**src/rtl/p09_ball.sv**
```systemverilog
// p09_ball: ball object generator for the breakout game.
//
// Keeps the ball position and velocity, advances them once per frame
// (frame_tick) with wall, paddle and block bounces, and tracks the
// serve / in-flight / lost states. It also produces the registered
// per-pixel ball_en / ball pair for the priority video mux.
//
// Ports:
//   clk        in   pixel clock
//   reset      in   asynchronous, active-high reset
//   hpos/vpos  in   current pixel column / row (10 bit)
//   frame_tick in   one-cycle pulse per frame, in vertical blanking
//   paddle_x   in   paddle left edge (10 bit)
//   blocks_en  in   block-stage pixel enable, aligned with ball_en
//   serve      in   launch request (level)
//   ball_en    out  current pixel is inside the ball (1-cycle latency)
//   ball       out  ball colour when ball_en, else 0
//   lost       out  one-cycle pulse when the ball leaves the bottom
//   ball_x/y   out  ball top-left position (10 bit)
module p09_ball #(
    parameter int         BALL_SIZE    = 8,
    parameter int         SPEED        = 2,
    parameter int         FIELD_LEFT   = 8,
    parameter int         FIELD_RIGHT  = 632,
    parameter int         FIELD_TOP    = 8,
    parameter int         PADDLE_Y     = 440,
    parameter int         PADDLE_W     = 64,
    parameter int         FIELD_BOTTOM = 480,
    parameter logic [5:0] BALL_COLOR   = 6'b111111
) (
    input  logic       clk,
    input  logic       reset,
    input  logic [9:0] hpos,
    input  logic [9:0] vpos,
    input  logic       frame_tick,
    input  logic [9:0] paddle_x,
    input  logic       blocks_en,
    input  logic       serve,
    output logic       ball_en,
    output logic [5:0] ball,
    output logic       lost,
    output logic [9:0] ball_x,
    output logic [9:0] ball_y
);

    typedef enum logic [1:0] {IDLE, MOVING, LOST} state_t;

    // Parking position on the paddle; reset parks at the field centre.
    localparam logic [9:0] PARK_Y   = 10'(PADDLE_Y - BALL_SIZE);
    localparam logic [9:0] PARK_OFS = 10'(PADDLE_W / 2 - BALL_SIZE / 2);
    localparam logic [9:0] RESET_X  = 10'((FIELD_LEFT + FIELD_RIGHT) / 2 - BALL_SIZE / 2);

    // Motion maths runs in 11-bit signed so a step never wraps.
    localparam logic signed [10:0] SPD    = 11'(SPEED);
    localparam logic signed [10:0] BSZ    = 11'(BALL_SIZE);
    localparam logic signed [10:0] S_LEFT = 11'(FIELD_LEFT);
    localparam logic signed [10:0] S_RGT  = 11'(FIELD_RIGHT);
    localparam logic signed [10:0] S_TOP  = 11'(FIELD_TOP);
    localparam logic signed [10:0] S_BOT  = 11'(FIELD_BOTTOM);
    localparam logic signed [10:0] S_PADY = 11'(PADDLE_Y);
    localparam logic signed [10:0] S_PADW = 11'(PADDLE_W);

    function automatic logic signed [10:0] to_s11(input logic [9:0] v);
        return signed'({1'b0, v});
    endfunction

    // pos lies within [org, org+BALL_SIZE); pos < org is rejected
    // explicitly so the wrapped difference cannot produce a hit.
    function automatic logic in_span(input logic [9:0] pos, input logic [9:0] org);
        logic [9:0] d;
        d = pos - org;
        return (pos >= org) && (d < 10'(BALL_SIZE));
    endfunction

    state_t state, state_n;
    logic [9:0] x_n, y_n;
    logic dx_neg, dx_neg_n;          // 1: moving left
    logic dy_neg, dy_neg_n;          // 1: moving up
    logic hit, hit_n;                // block hit seen since last tick
    logic lost_n;
    logic flip, dy_neg_eff;
    logic signed [10:0] bx_s, by_s, px_s, nx, ny;
    logic pix_on;

    always_comb begin
        state_n    = state;
        x_n        = ball_x;
        y_n        = ball_y;
        dx_neg_n   = dx_neg;
        dy_neg_n   = dy_neg;
        hit_n      = hit;
        lost_n     = 1'b0;

        bx_s       = to_s11(ball_x);
        by_s       = to_s11(ball_y);
        px_s       = to_s11(paddle_x);
        // A hit in the tick cycle itself counts as well as a latched one.
        flip       = hit || (ball_en && blocks_en);
        dy_neg_eff = dy_neg ^ flip;
        nx         = bx_s + (dx_neg ? -SPD : SPD);
        ny         = by_s + (dy_neg_eff ? -SPD : SPD);

        if (state == MOVING && ball_en && blocks_en)
            hit_n = 1'b1;

        if (frame_tick) begin
            unique case (state)
                IDLE: begin
                    x_n = paddle_x + PARK_OFS;
                    y_n = PARK_Y;
                    if (serve) begin
                        state_n  = MOVING;
                        dx_neg_n = 1'b0;
                        dy_neg_n = 1'b1;
                    end
                end
                MOVING: begin
                    dy_neg_n = dy_neg_eff;
                    if (nx <= S_LEFT) begin
                        x_n      = 10'(FIELD_LEFT);
                        dx_neg_n = 1'b0;
                    end else if (nx + BSZ >= S_RGT) begin
                        x_n      = 10'(FIELD_RIGHT - BALL_SIZE);
                        dx_neg_n = 1'b1;
                    end else begin
                        x_n = nx[9:0];
                    end

                    // Paddle test uses the pre-move x and the post-flip dy.
                    if (ny <= S_TOP) begin
                        y_n      = 10'(FIELD_TOP);
                        dy_neg_n = 1'b0;
                    end else if (!dy_neg_eff && (by_s + BSZ <= S_PADY) && (S_PADY <= ny + BSZ)
                                 && (bx_s + BSZ > px_s) && (bx_s < px_s + S_PADW)) begin
                        y_n      = PARK_Y;
                        dy_neg_n = 1'b1;
                    end else if (ny >= S_BOT) begin
                        state_n  = LOST;
                        lost_n   = 1'b1;
                        x_n      = ball_x;
                        y_n      = ball_y;
                        dx_neg_n = dx_neg;
                    end else begin
                        y_n = ny[9:0];
                    end
                    hit_n = 1'b0;
                end
                LOST: begin
                    state_n = IDLE;
                    x_n     = paddle_x + PARK_OFS;
                    y_n     = PARK_Y;
                end
                default: state_n = IDLE;
            endcase
        end

        if (state != MOVING)
            hit_n = 1'b0;
    end

    assign pix_on = in_span(hpos, ball_x) && in_span(vpos, ball_y) && (state != LOST);

    // Frame-rate state and motion registers
    always_ff @(posedge clk or posedge reset) begin
        if (reset) begin
            state  <= IDLE;
            ball_x <= RESET_X;
            ball_y <= PARK_Y;
            dx_neg <= 1'b0;
            dy_neg <= 1'b1;
            hit    <= 1'b0;
            lost   <= 1'b0;
        end else begin
            state  <= state_n;
            ball_x <= x_n;
            ball_y <= y_n;
            dx_neg <= dx_neg_n;
            dy_neg <= dy_neg_n;
            hit    <= hit_n;
            lost   <= lost_n;
        end
    end

    // Pixel stage: one clock behind hpos/vpos
    always_ff @(posedge clk or posedge reset) begin
        if (reset) begin
            ball_en <= 1'b0;
            ball    <= 6'd0;
        end else begin
            ball_en <= pix_on;
            ball    <= pix_on ? BALL_COLOR : 6'd0;
        end
    end

endmodule

```
**config.mk**
```make
export PLATFORM = sky130hd
export DESIGN_NAME = p09_ball
export DESIGN_NICKNAME = d
export VERILOG_FILES = /design/src/rtl/p09_ball.sv
export SDC_FILE = /design/constraint.sdc
export NUM_CORES = 1
export LEC_CHECK = 0
export CAP_MARGIN = 20
export CORE_MARGIN = 10
export CORE_UTILIZATION = 35
export CTS_BUF_LIST = sky130_fd_sc_hd__clkbuf_8
export CTS_CLUSTER_SIZE = 16
export DETAILED_ROUTE_END_ITERATION = 10
export PLACE_DENSITY = 0.67
export SLEW_MARGIN = 25
export SYNTH_ARGS = -nofsm -noshare
export SYNTH_HDL_FRONTEND = slang
export SYNTH_SLANG_ARGS = --single-unit
```
**constraint.sdc**
```tcl
create_clock -name clk -period 5.88 [get_ports clk]
set_clock_uncertainty 0.2 [all_clocks]
set_input_delay 0.882 -clock clk [delete_from_list [all_inputs] [get_ports clk]]
set_output_delay 0.882 -clock clk [all_outputs]
set_load 0.02 [all_outputs]
```
==> qor.log <==
qor: synth.syn_avg_cell_area 8.466 um2
qor: setup_path.critPathMaxFanout 17
qor: synth.synth_common_cells sky130_fd_sc_hd__ha_1, sky130_fd_sc_hd__inv_1, sky130_fd_sc_hd__xnor2_1, sky130_fd_sc_hd__a21oi_1, sky130_fd_sc_hd__nor2_1
qor: setup_path.cp-startpoint blocks_en
qor: sta.max-slew-margin-rel 43.93%
qor: setup_path.critical_path.endpoint_type register
qor: synth.synth.lib_cells_used.distinct 70
qor: die.die_area 15050 um2
qor: sta.shortest_period_the_worst_path_allows 5.248 ns
qor: setup_path.critPathSlowestCell sky130_fd_sc_hd__clkdlybuf4s50_1
qor: worst_hold_path.worst_hold_path.endpoint dy_neg
qor: layout.multi_input_comb_area 2785 um2
qor: sta.final_report_hold_violation_count 0
qor: cts.cts_setup_buffers 0
qor: layout.final_net_count 589
qor: sta.setup_viol 0
qor: cts.htree_num_levels 1
qor: cts.cts.hold.buffers_added 0
qor: cts.tritoncts.num_buffers 3
qor: worst_hold_path.worst_hold_path_type register to register
qor: synth.post_syn_instances 436
qor: synth.seq_area_frac_synth 17.97%
qor: setup_path.r2r_start ball[4]
qor: sta.achievable-frequency 190.6 MHz
qor: cts.insertion_delay 0.28 ns
qor: setup_path.rr_worst_depth 17
qor: global_routing.grt_start_max_net_pins 27
qor: die.core.rowCount 37
qor: setup_path.critical_path_class input pin to register
qor: die.ioPinCount 63
qor: global_routing.grt.total_usage 13.61%
qor: routing.drtIter0Drc 171
qor: synth.synth.ff_latch_count 26
qor: layout.num_antenna_cells 0
qor: cts.maximum_root_to_sink_buffer_count 2
qor: placed_design.gpl.final_weighted_congestion 0.9062
qor: synth.ys.warnings.count 0
qor: layout.nFillCells 1055
qor: run_status.run_status completed
qor: worst_hold_path.timing.hold.worst.start dy_neg
qor: cts.clock_pin_slew_on_the_worst_setup_and_hold_paths 0.09 ns
qor: synth.synth_nets 532
qor: die.vertical_extent_of_the_die 122.7 um
qor: sta.drv_slew 0
qor: worst_hold_path.min_path_cells 1
qor: run.count_of_maximum_capacitance_violations 0
qor: setup_path.required_time_reported_for_the_critical_path_endpoint 5.89 ns
qor: setup_path.max_stage_delay 0.45 ns
qor: routing.total_wire_length_after_detailed_routing 10340 um
qor: synth.synthMostInstantiatedCell sky130_fd_sc_hd__ha_1
qor: routing.wire_per_inst 16.46 um
qor: synth.synth-async-reset-ratio 100.0%
qor: global_routing.first_global_vias 3596
qor: layout.sequential_cell_area 663.1 um2
qor: routing.ant_nets 0
qor: routing.vias_per_cell 5.500
qor: placed_design.hpwl 8478 um
qor: setup_path.worst-r2r-setup-slack 1.14 ns
qor: synth.synth_area_leader_cell sky130_fd_sc_hd__ha_1
qor: routing.num_vias 3454
qor: setup_path.regToRegEndpoint ball_y[7]
qor: layout.layout-drive-gt1-share 8.130%
qor: routing.drtPass1Iterations 4
qor: global_routing.number_of_antenna_violations_at_the_first_check_in_global_routing 0
qor: setup_path.crit_path_cell_trace clkdlybuf4s50_1 -> a21oi_1 -> xnor2_1 -> ha_1 -> a21o_1 -> a21oi_1 -> xnor2_1 -> ha_1 -> nor2b_1 -> a41oi_1 -> nor2_1 -> or4b_1 -> a221oi_2 -> nor3_1 -> a221o_1 -> a2bb2oi_4 -> buf_4 -> mux2i_1
qor: sta.period_share 89.25%
qor: cts.clock_sink_count 26
qor: synth.synth_top_cells_by_area sky130_fd_sc_hd__ha_1, sky130_fd_sc_hd__dfrtp_1, sky130_fd_sc_hd__dfstp_2
qor: setup_path.timing.critical_path.arrival 5.26 ns
qor: synth.synth_top_flop_cell sky130_fd_sc_hd__dfrtp_1
qor: placed_design.port_buffers 60
qor: synth.synth_top_cell_area_share 20.00%
qor: global_routing.grt_pass1_wl 17150 um
qor: global_routing.grt.overflow.total 0
qor: sta.fin_setup_tns 0 ns
qor: sta.rsz0062_at_grt no
qor: die.die_x 122.7 um
qor: die.initial_core_util 35.91%
qor: die.design.core.area 10280 um2
qor: layout.syn2layout_area_growth 21.53%
qor: cts.cts_tree built
qor: synth.mappedNetlistArea 3691 um2
qor: setup_path.crit_path_start_kind input pin
qor: sta.worstMarginPinSlew 0.8302 ns
qor: cts.clock-root-buffer sky130_fd_sc_hd__clkbuf_8
qor: synth.synth_enable_flop_cells 0
qor: routing.drc 0
==> stage by stage <==
| step | utilization (%) | instances | area, um2 | setup slack, ns | hold WS [ns] |
|---|---|---|---|---|---|
| 4_1_cts | 43.54 | 628 | 4474 | 0.4272 | 0.3294 |
| 6_report | 43.65 | 628 | 4486 | 0.6322 | 0.3243 |
| 5_1_grt | 43.65 | 628 | 4486 | 0.2730 | 0.3441 |
| 3_3_place_gp | 42.84 | 624 | 4403 | 0.2343 | 0.3166 |
| 3_5_place_dp | 42.84 | 624 | 4403 | 0.1438 | 0.3150 |
| 2_1_floorplan | - | 436 | 3691 | 0.8464 | 0.2554 |
==> what timing repair did <==
action                     in CTS  in global routing
gates resized for setup         0                  1
hold endpoints to repair        0                  0
setup endpoints to repair       0                  3
==> per-layer routing <==
metal	share of wire [%]	global-route usage, %	vias up	wire (um)
met1	45	16.89	1636	4687
met4	1.5	2.872	0	157
met5	0	0	-	0
li1	-	-	1725	-
met3	5.2	2.663	13	542
met2	48	23.80	80	4951
==> how the worst max path moves through the flow <==
| stage | cells past startpoint | end | slack [ns] |
|---|---|---|---|
| floorplan | 17 | ball_x[4] | 0.85 |
| global placement | 13 | ball_y[2] | 0.23 |
| detailed placement | 14 | ball_y[5] | 0.14 |
| CTS | 14 | ball_y[5] | 0.43 |
| global route | 16 | ball_y[4] | 0.27 |
| finish | 18 | ball_y[7] | 0.63 |
==> flip-flops by register name, summed over array words and instances, names as in the netlist <==
| signal | cells |
|---|---|
| ball_x | 10 |
| ball_y | 9 |
| state | 2 |
| ball | 1 |
| dx_neg | 1 |
| dy_neg | 1 |
| hit | 1 |
| lost | 1 |
==> cells by family (layout without fill, tap and decap cells) <==
logic type                 after synthesis  count (layout)  synth area share, %
AOI/OAI and AO/OA                      124             124                23.80
buffers and inverters                   55             111                6.881
xor gates and xnor gates                36              36                8.543
adders and majority gates               61              61                21.08
other                                    1               1               0.1016
and+or+nand+nor                        114             114                16.00
DFF                                     26              26                17.97
muxes                                   19              19                5.627
==> cell usage in the layout, fill, tap and decap left out, types with 3 or more instances in the layout <==
| master | n |
|---|---|
| sky130_fd_sc_hd__clkdlybuf4s50_1 | 60 |
| sky130_fd_sc_hd__ha_1 | 59 |
| sky130_fd_sc_hd__inv_1 | 39 |
| sky130_fd_sc_hd__xnor2_1 | 27 |
| sky130_fd_sc_hd__a21oi_1 | 23 |
| sky130_fd_sc_hd__nor2_1 | 22 |
| sky130_fd_sc_hd__o21ai_0 | 19 |
| sky130_fd_sc_hd__nand2_1 | 19 |
| sky130_fd_sc_hd__nor3_1 | 19 |
| sky130_fd_sc_hd__dfrtp_1 | 16 |
| sky130_fd_sc_hd__a21o_1 | 11 |
| sky130_fd_sc_hd__mux2_2 | 10 |
| sky130_fd_sc_hd__nand3_1 | 10 |
| sky130_fd_sc_hd__dfstp_2 | 10 |
| sky130_fd_sc_hd__xor2_1 | 9 |
| sky130_fd_sc_hd__a211oi_1 | 8 |
| sky130_fd_sc_hd__nand2b_1 | 8 |
| sky130_fd_sc_hd__o22ai_1 | 8 |
| sky130_fd_sc_hd__mux2i_1 | 8 |
| sky130_fd_sc_hd__nand4_1 | 6 |
| sky130_fd_sc_hd__nor4_1 | 5 |
| sky130_fd_sc_hd__buf_4 | 5 |
| sky130_fd_sc_hd__and3_1 | 4 |
| sky130_fd_sc_hd__o21bai_1 | 4 |
| sky130_fd_sc_hd__o31ai_1 | 4 |
| sky130_fd_sc_hd__o211ai_1 | 4 |
| sky130_fd_sc_hd__a31oi_1 | 4 |
| sky130_fd_sc_hd__a41oi_1 | 4 |
| sky130_fd_sc_hd__and2_1 | 4 |
| sky130_fd_sc_hd__or2_2 | 3 |
| sky130_fd_sc_hd__o21a_1 | 3 |
| sky130_fd_sc_hd__o211a_1 | 3 |
| sky130_fd_sc_hd__o2bb2ai_1 | 3 |
| sky130_fd_sc_hd__nor3b_1 | 3 |
| sky130_fd_sc_hd__nor2b_1 | 3 |
| sky130_fd_sc_hd__o2111ai_1 | 3 |
| sky130_fd_sc_hd__clkbuf_8 | 3 |
==> cell type report <==
type / instances / area share (%)
Clock buffer: 3 / 0.9205
Clock inverter: 1 / 0.6695
Inverter: 42 / 3.515
Multi-Input combinational cell: 355 / 62.09
Sequential cell: 26 / 14.78
Tap cell: 136 / 3.794
Timing Repair Buffer: 65 / 14.23
==> critical path, delay by kind of cell <==
kind                     cells  cell delay, ns
XOR/XNOR                     2            0.68
multiplexers                 1            0.15
buffers and inverters        2            0.67
AND/OR/NAND/NOR              4            0.75
adder cells (fa/ha/maj)      2            0.58
AO/OA/AOI/OAI                7            1.53
Power is left out: the tool's default activity adds up to more than one toggle a clock period on the data nets, which glitch-free logic cannot reach.
